--- src/rtl/fp_mul_sched.sv ---
// fp_mul_sched: round-robin front end for one shared combinational FP32
// multiplier. One request is granted at a time. Its operands are held for
// MUL_CYCLES cycles so the multiplier output can settle. The product and
// status are then captured and returned on a valid/ready response channel.
module fp_mul_sched #(
  parameter int NUM_REQ    = 4,
  parameter int ID_W       = 2,
  parameter int MUL_CYCLES = 2
) (
  input  logic                  clk,
  input  logic                  rst_n,
  input  logic [NUM_REQ-1:0]    req_valid,
  output logic [NUM_REQ-1:0]    req_ready,
  input  logic [32*NUM_REQ-1:0] req_a,
  input  logic [32*NUM_REQ-1:0] req_b,
  output logic [31:0]           mul_a,
  output logic [31:0]           mul_b,
  input  logic [31:0]           mul_c,
  input  logic [4:0]            mul_state,
  output logic                  rsp_valid,
  input  logic                  rsp_ready,
  output logic [ID_W-1:0]       rsp_id,
  output logic [31:0]           rsp_c,
  output logic [4:0]            rsp_state,
  output logic                  busy
);

  typedef enum logic [1:0] {
    IDLE = 2'd0,
    EXEC = 2'd1,
    RESP = 2'd2
  } state_e;

  // The settling counter counts down to zero, so EXEC lasts MUL_CYCLES cycles.
  localparam logic [3:0] CNT_LOAD = 4'(MUL_CYCLES - 1);

  state_e          state_q, state_d;
  logic [3:0]      cnt_q, cnt_d;
  logic [ID_W-1:0] last_grant_q, last_grant_d;
  logic [31:0]     mul_a_q, mul_a_d;
  logic [31:0]     mul_b_q, mul_b_d;
  logic [ID_W-1:0] rsp_id_q, rsp_id_d;
  logic [31:0]     rsp_c_q, rsp_c_d;
  logic [4:0]      rsp_state_q, rsp_state_d;
  logic            rsp_valid_q, rsp_valid_d;

  logic            grant_found;
  logic [ID_W-1:0] grant_idx;
  int              cand;

  // Round-robin search: the first valid requester after the last winner.
  always_comb begin
    // NOTE: every combinational output gets a default before any branch, so no path leaves it unassigned and no latch is inferred.
    grant_found = 1'b0;
    grant_idx   = '0;
    cand        = 0;
    for (int k = 1; k <= NUM_REQ; k++) begin
      cand = (int'(last_grant_q) + k) % NUM_REQ;
      if (!grant_found && req_valid[ID_W'(cand)]) begin
        grant_found = 1'b1;
        grant_idx   = ID_W'(cand);
      end
    end
  end

  // Next-state logic and the combinational grant strobe.
  always_comb begin
    state_d      = state_q;
    cnt_d        = cnt_q;
    last_grant_d = last_grant_q;
    mul_a_d      = mul_a_q;
    mul_b_d      = mul_b_q;
    rsp_id_d     = rsp_id_q;
    rsp_c_d      = rsp_c_q;
    rsp_state_d  = rsp_state_q;
    rsp_valid_d  = rsp_valid_q;
    req_ready    = '0;

    unique case (state_q)
      IDLE: begin
        // req_ready is only raised for a valid requester, so a grant is a transfer.
        if (grant_found) begin
          req_ready[grant_idx] = 1'b1;
          mul_a_d              = req_a[32*grant_idx +: 32];
          mul_b_d              = req_b[32*grant_idx +: 32];
          rsp_id_d             = grant_idx;
          last_grant_d         = grant_idx;
          cnt_d                = CNT_LOAD;
          state_d              = EXEC;
        end
      end
      EXEC: begin
        if (cnt_q != 4'd0) begin
          cnt_d = cnt_q - 4'd1;
        end else begin
          rsp_c_d     = mul_c;
          rsp_state_d = mul_state;
          rsp_valid_d = 1'b1;
          state_d     = RESP;
        end
      end
      RESP: begin
        if (rsp_ready) begin
          rsp_valid_d = 1'b0;
          state_d     = IDLE;
        end
      end
      default: begin
        state_d = IDLE;
      end
    endcase
  end

  // State and datapath registers with synchronous active-low reset.
  always_ff @(posedge clk) begin
    if (!rst_n) begin
      // NOTE: sequential state uses non-blocking assignments so every register samples pre-edge values.
      state_q      <= IDLE;
      cnt_q        <= 4'd0;
      last_grant_q <= ID_W'(NUM_REQ - 1);
      mul_a_q      <= 32'd0;
      mul_b_q      <= 32'd0;
      rsp_id_q     <= '0;
      rsp_c_q      <= 32'd0;
      rsp_state_q  <= 5'd0;
      rsp_valid_q  <= 1'b0;
    end else begin
      state_q      <= state_d;
      cnt_q        <= cnt_d;
      last_grant_q <= last_grant_d;
      mul_a_q      <= mul_a_d;
      mul_b_q      <= mul_b_d;
      rsp_id_q     <= rsp_id_d;
      rsp_c_q      <= rsp_c_d;
      rsp_state_q  <= rsp_state_d;
      rsp_valid_q  <= rsp_valid_d;
    end
  end

  assign mul_a     = mul_a_q;
  assign mul_b     = mul_b_q;
  assign rsp_id    = rsp_id_q;
  assign rsp_c     = rsp_c_q;
  assign rsp_state = rsp_state_q;
  assign rsp_valid = rsp_valid_q;
  assign busy      = (state_q != IDLE);

endmodule
--- config.mk ---
export PLATFORM = sky130hd
export DESIGN_NAME = fp_mul_sched
export DESIGN_NICKNAME = d
export VERILOG_FILES = /design/src/rtl/fp_mul_sched.sv
export SDC_FILE = /design/constraint.sdc
export NUM_CORES = 1
export LEC_CHECK = 0
export BUFFER_PORTS_ARGS = -buffer_cell sky130_fd_sc_hd__buf_4
export CAP_MARGIN = 20
export CORE_AREA = 5 5 157 159
export DETAILED_ROUTE_END_ITERATION = 10
export DIE_AREA = 0 0 162 164
export MAX_ROUTING_LAYER = met4
export PLACE_DENSITY = 0.52
export REMOVE_ABC_BUFFERS = 1
export SETUP_SLACK_MARGIN = 0.4
export SYNTH_ARGS = -nofsm -noshare
export SYNTH_HDL_FRONTEND = slang
export SYNTH_SLANG_ARGS = --single-unit
--- constraint.sdc ---
create_clock -name clk -period 6.15 [get_ports clk]
set_input_delay 0.3075 -clock clk [delete_from_list [all_inputs] [get_ports clk]]
set_output_delay 0.3075 -clock clk [all_outputs]
set_load 0.005 [all_outputs]
* Word level (Yosys, flattened, before mapping) *
Index checks and enable logic that the tools add are counted.

cells by class
  add/subtract/negate cells = 5
  multiply operators = 0
  div/mod/pow operators = 0
  $lt $le $gt $ge = 6
  equal/unequal tests = 6
  shift operators = 2
  muxes and demuxes = 34
  bitwise operators = 1
  reductions and logical operators = 17

operators with widths
  cell                                                               count
  variable part select 128 x 8 -> 32 bit                             2
  < comparator 2 x 4 -> 1 bit, second input constant                 4
  two-way mux 4 bit                                                  4
  two-way mux 1 bit                                                  15
  two-way mux 2 bit                                                  7
  AND reduction 3 bit                                                3
  binary-select mux 1 bit (select 2 bit)                             4
  inequality test 2 bit, second input constant                       4
  case mux 4 bit (2 select lines)                                    1
  case mux 2 bit (3 select lines)                                    1
  nonzero test 2 bit                                                 3
  adder 2 x 1 -> 2 bit, second input constant                        2
  adder 2 bit, second input constant                                 2
  logical AND 1 bit                                                  4
  AND reduction 2 bit                                                2
  nonzero test 4 bit                                                 1
  subtractor 4 x 1 -> 4 bit, second input constant                   1
  logical NOT 1 bit                                                  3
  < comparator 2 x 3 -> 1 bit, second input constant                 1
  demux 1 bit (select 2 bit)                                         1
  equality test 2 x 1 -> 1 bit, second input constant                1
  equality test 2 bit, second input constant                         1
  greater-or-equal comparator 2 x 1 -> 1 bit, second input constant  1
  logical NOT 2 bit                                                  1
  other kinds (2)                                                    2

storage, ports and cells
  flip-flop bits (word level) = 112
  bits in latches = 0
  bits in writable memories = 0
  ROM bits = 0
  output and inout port bits = 109
  logic and storage cells = 80
  memories = 0

* Logic depth before layout (Yosys ltp) *
  depth in word-level cells = 20
  gate-level depth with buffers = 8
  gate-level depth less buffers = 7

* Worst setup path after synthesis *
Ideal clock, no wire load.

  kind = register -> register
  from = register last_grant_q[0]
  to = register mul_a_q[10], in the netlist mul_a[10]
  library setup time = 0.122 ns
  arrival time = 2.028 ns
  data required time = 6.028 ns
  slack = 4.000 ns
  cell stages (with the launch flop) = 9
  period minus slack after synthesis = 2.150 ns
  cell sequence = dfxtp_1 and2b_1 o21a_1 buf_4 nor3_2 buf_4 buf_6 mux2_1 a221o_1

between the ends
  word-level cells in the longest chain between the ends = 15
  elaborated cells between the ends (all ways) = 32
  those cells by class = add/sub (4); shift (1); mux (20); reduce/logical (7)

RTL lines
  element                                                                               line  source
  start, declared                                                                       39    logic [ID_W-1:0] last_grant_q, last_grant_d;
  start signal, assigned                                                                120   last_grant_q <= ID_W'(NUM_REQ - 1);
  start signal, assigned                                                                130   last_grant_q <= last_grant_d;
  adder 2 x 1 -> 2 bit                                                                  58    cand = (int'(last_grant_q) + k) % NUM_REQ;
  binary-select mux 1 bit (select 2 bit)                                                59    if (!grant_found && req_valid[ID_W'(cand)]) begin
  two-way mux 1 bit (implied by the code) (2 in series)                                 59
  two-way mux 1 bit                                                                     59
  logical NOT 1 bit                                                                     59
  logical AND 1 bit                                                                     59
  two-way mux 1 bit                                                                     59
  logical NOT 1 bit                                                                     59
  logical AND 1 bit                                                                     59
  two-way mux 1 bit                                                                     59
  logical NOT 1 bit                                                                     59
  logical AND 1 bit                                                                     59
  two-way mux 2 bit / two-way mux 1 bit (equally long branches)                         59
  variable part select 128 x 8 -> 32 bit / AND reduction 2 bit (equally long branches)  -
  end signal, assigned                                                                  131   mul_a_q <= mul_a_d;
  end, declared                                                                         40    logic [31:0] mul_a_q, mul_a_d;

Several ways; a longest one is shown, not always the timed one. The select of a mux whose other input is x is not followed.
A chain may end at the register's enable or synchronous reset.

* Worst setup path in the final report *
  from = register last_grant_q[0]
  to = register mul_b_q[20], in the netlist mul_b[20]

between the ends
  word-level cells in the longest chain between the ends = 15
  elaborated cells between the ends (all ways) = 32
  those cells by class = add/sub (4); shift (1); mux (20); reduce/logical (7)

RTL lines
  element                                                                               line  source
  adder 2 x 1 -> 2 bit                                                                  58
  binary-select mux 1 bit (select 2 bit)                                                59
  two-way mux 1 bit (implied by the code) (2 in series)                                 59
  two-way mux 1 bit                                                                     59
  logical NOT 1 bit                                                                     59
  logical AND 1 bit                                                                     59
  two-way mux 1 bit                                                                     59
  logical NOT 1 bit                                                                     59
  logical AND 1 bit                                                                     59
  two-way mux 1 bit                                                                     59
  logical NOT 1 bit                                                                     59
  logical AND 1 bit                                                                     59
  two-way mux 2 bit / two-way mux 1 bit (equally long branches)                         59
  variable part select 128 x 8 -> 32 bit / AND reduction 2 bit (equally long branches)  -
  end signal, assigned                                                                  132   mul_b_q <= mul_b_d;
  end, declared                                                                         41    logic [31:0] mul_b_q, mul_b_d;

Several ways; a longest one is shown, not always the timed one. The select of a mux whose other input is x is not followed.

==> flow_summary.json <==
{
  "outcome": "complete, no violations",
  "cp.required_ns": 6.40,
  "die_width_um": 162,
  "clockRootBuffer": "clkbuf_16",
  "regArea_sq_um": 2240,
  "num_vias": 7149,
  "drc": 0,
  "fin_crit_ns": 2.92,
  "die_y_um": 164,
  "reg2regPathDepth": 7,
  "finalNonFillerCells": 1349,
  "max-slew-margin-rel_pct": 41.3,
  "ys_types": 42,
  "ir_drop_mv": 0.175,
  "core-area_sq_um": 23100,
  "synth.yosys.seq_area_share_pct": 36.6,
  "syn_avg_cell_area_sq_um": 8.72,
  "fillers": 2409,
  "cts_hold_buf": 0,
  "wl_um": 29800,
  "drt_iter0_markers": 378,
  "powerDensity_nw_per_um2": 368,
  "post-dp-hpwl_um": 20900,
  "synth_ff_type": "dfxtp_1",
  "grt_max_degree": 64,
  "critPathArrivalTime_ns": 3.17,
  "drive_gt1_share_pct": 44.2,
  "antenna_found_initial": 1,
  "rsz0062_at_grt": "false",
  "ios": 409,
  "overflow": 0,
  "ys_warn_count": 0,
  "tightestPinTransition_ns": 0.878,
  "drv_slew": 0,
  "p_leak_nw": 4.38,
  "ctsResizeCount": 0,
  "synth_edf_count": 0,
  "nNetsFinal": 1354,
  "grt_pass1_wl_um": 44400,
  "drtAntennaViolNets": 0,
  "multiInputGateArea_sq_um": 3580,
  "grt_pass1_vias": 7364,
  "clk_transition_reported_paths_ns": 0.09,
  "power_mw": 3.56,
  "clockBufferDepth": 2,
  "ys_async_sr_fraction_pct": 0,
  "syn_area_sq_um": 6130,
  "wl_per_cell_um": 22.1,
  "fin_crit_sh_pct": 47.5,
  "syn_inst": 703,
  "die_area_sq_um": 26600,
  "start_kind": "register",
  "final_hold_viol_count": 0,
  "num_rows": 56,
  "setup_tns_ns": 0,
  "area_delta_synth_final_pct": 57.6,
  "whs_path_depth": 3,
  "clock-sinks": 112,
  "clock_latency_ns": 0.36,
  "crit_fanout": 63,
  "synth-seq-cells": 112,
  "finalSetupViolations": 0,
  "start_util_pct": 26.5,
  "cts_setup_buffers": 0,
  "vias_per_cell": 5.30,
  "track_usage_pct": 22.1,
  "worst_hold_path_type": "in -> reg",
  "utilization_pct": 41.8,
  "max_cap_viol_count": 0,
  "ctsHtreeMaxLevel": 3,
  "drtPass1Iterations": 5,
  "placed_cells_incl_taps": 1331,
  "gp_congestion": 0.827,
  "cts_made_buffers": 9,
  "path_class": "reg -> reg",
  "crit_path_end_kind": "register",
  "port_buffers": 408,
  "fmax_mhz": 343,
  "cts_tree": "yes",
  "finalClockSkew_ns": 0.0139
}
## through the flow
step | hold WS [ns] | cell area [sq um] | worst slack, ns
final | 0.199 | 9660 | 3.23
after global routing | 0.192 | 9660 | 3.09
after CTS | 0.182 | 9640 | 3.25
after detailed placement | 0.436 | 9340 | 3.16
after global placement | 0.433 | 9340 | 3.17
after floorplan | 0.369 | 5780 | 1.14
## path summary, 6_finish.rpt
check                                                   from                      to  slack, ns
worst max-delay path            last_grant_q[0]$_SDFFE_PN1P_  mul_b[20]$_SDFFE_PN0P_       3.23
worst min-delay path                               mul_c[29]  rsp_c[29]$_SDFFE_PN0P_       0.20
worst max register to register  last_grant_q[0]$_SDFFE_PN1P_  mul_b[20]$_SDFFE_PN0P_       3.23
worst min register to register        rsp_id[1]$_SDFFE_PN0P_  rsp_id[1]$_SDFFE_PN0P_       0.45
## synthesized netlist by cell type, drive strengths merged (6+ instances only)
master,n,area (sq um)
a221o,62,621
a21boi,38,285
nand4,62,388
mux2,62,698
clkbuf,62,233
buf,19,118
nand3,7,35.0
a21oi,65,329
nand2,94,353
o31ai,64,480
and3,6,37.5
dfxtp,112,2240
nor2,13,48.8
## power by group
part | switching, mW | internal, mW | total (mW)
sequential | 0.165 | 0.998 | 1.16
combinational | 0.936 | 0.847 | 1.78
clock | 0.314 | 0.297 | 0.611
total | 1.41 | 2.14 | 3.56
## critical path: stages (launching register included)
cell	delay, ns
dfxtp_1	0.35
and2b_1	0.25
o21a_2	0.22
buf_4	0.37
nor3_4	0.27
buf_4	0.55
mux2_2	0.41
a221o_1	0.32
## cells in the final DEF (no fill, tap or decap), types with 2 or more instances in the layout
master | netlist | layout
a21boi_0 | 38 | 38
a21oi_1 | 64 | 64
a221o_1 | 62 | 62
and3_1 | 6 | 5
buf_4 | 2 | 419
clkbuf_16 | 0 | 9
dfxtp_1 | 112 | 112
inv_1 | 4 | 4
inv_6 | 0 | 2
inv_8 | 0 | 2
mux2_1 | 44 | 44
mux2_2 | 18 | 18
nand2_1 | 94 | 94
nand2b_1 | 4 | 4
nand3_1 | 7 | 6
nand4_1 | 62 | 62
nor2_1 | 13 | 12
nor2b_1 | 2 | 2
o21a_2 | 0 | 2
o21ai_0 | 2 | 2
o21ai_4 | 0 | 2
o31ai_1 | 64 | 64
xor2_1 | 2 | 2
## sequential cells by signal (all words and copies together), names as in the netlist
| name | cells |
|---|---|
| rsp_c | 32 |
| rsp_state | 5 |
| rsp_valid | 1 |
| mul_b | 32 |
| state_q | 2 |
| rsp_id | 2 |
| last_grant_q | 2 |
| mul_a | 32 |
| cnt_q | 4 |
## area by class of cell
type / instances / share of cell area (%)
Clock inverter: 6 / 0.583
Inverter: 4 / 0.155
Tap cell: 290 / 3.76
Clock buffer: 10 / 2.47
Antenna cell: 1 / 0.0259
Sequential cell: 112 / 23.2
Multi-Input combinational cell: 506 / 37.0
Timing Repair Buffer: 420 / 32.8
## logic make-up (layout without fill, tap and decap cells)
group | after synthesis | in the layout | synth area share [%]
buf+inv | 85 | 440 | 5.96
xor+xnor | 2 | 2 | 0.286
compound gates | 241 | 241 | 29.4
fa+ha+maj | 1 | 1 | 0.204
mux | 63 | 63 | 11.6
simple gates | 199 | 199 | 16.0
other cells | 0 | 1 | 0
flops | 112 | 112 | 36.6
## metal layers
metal / up-vias / track usage, % / part of all wire (%)
li1: 3398 / - / -
met1: 3338 / 26.2 / 41
met2: 363 / 36.0 / 47
met3: 50 / 6.70 / 8.9
met4: 0 / 7.34 / 2.9
met5: - / - / 0
No activity file was read; power rests on OpenSTA's default activity.
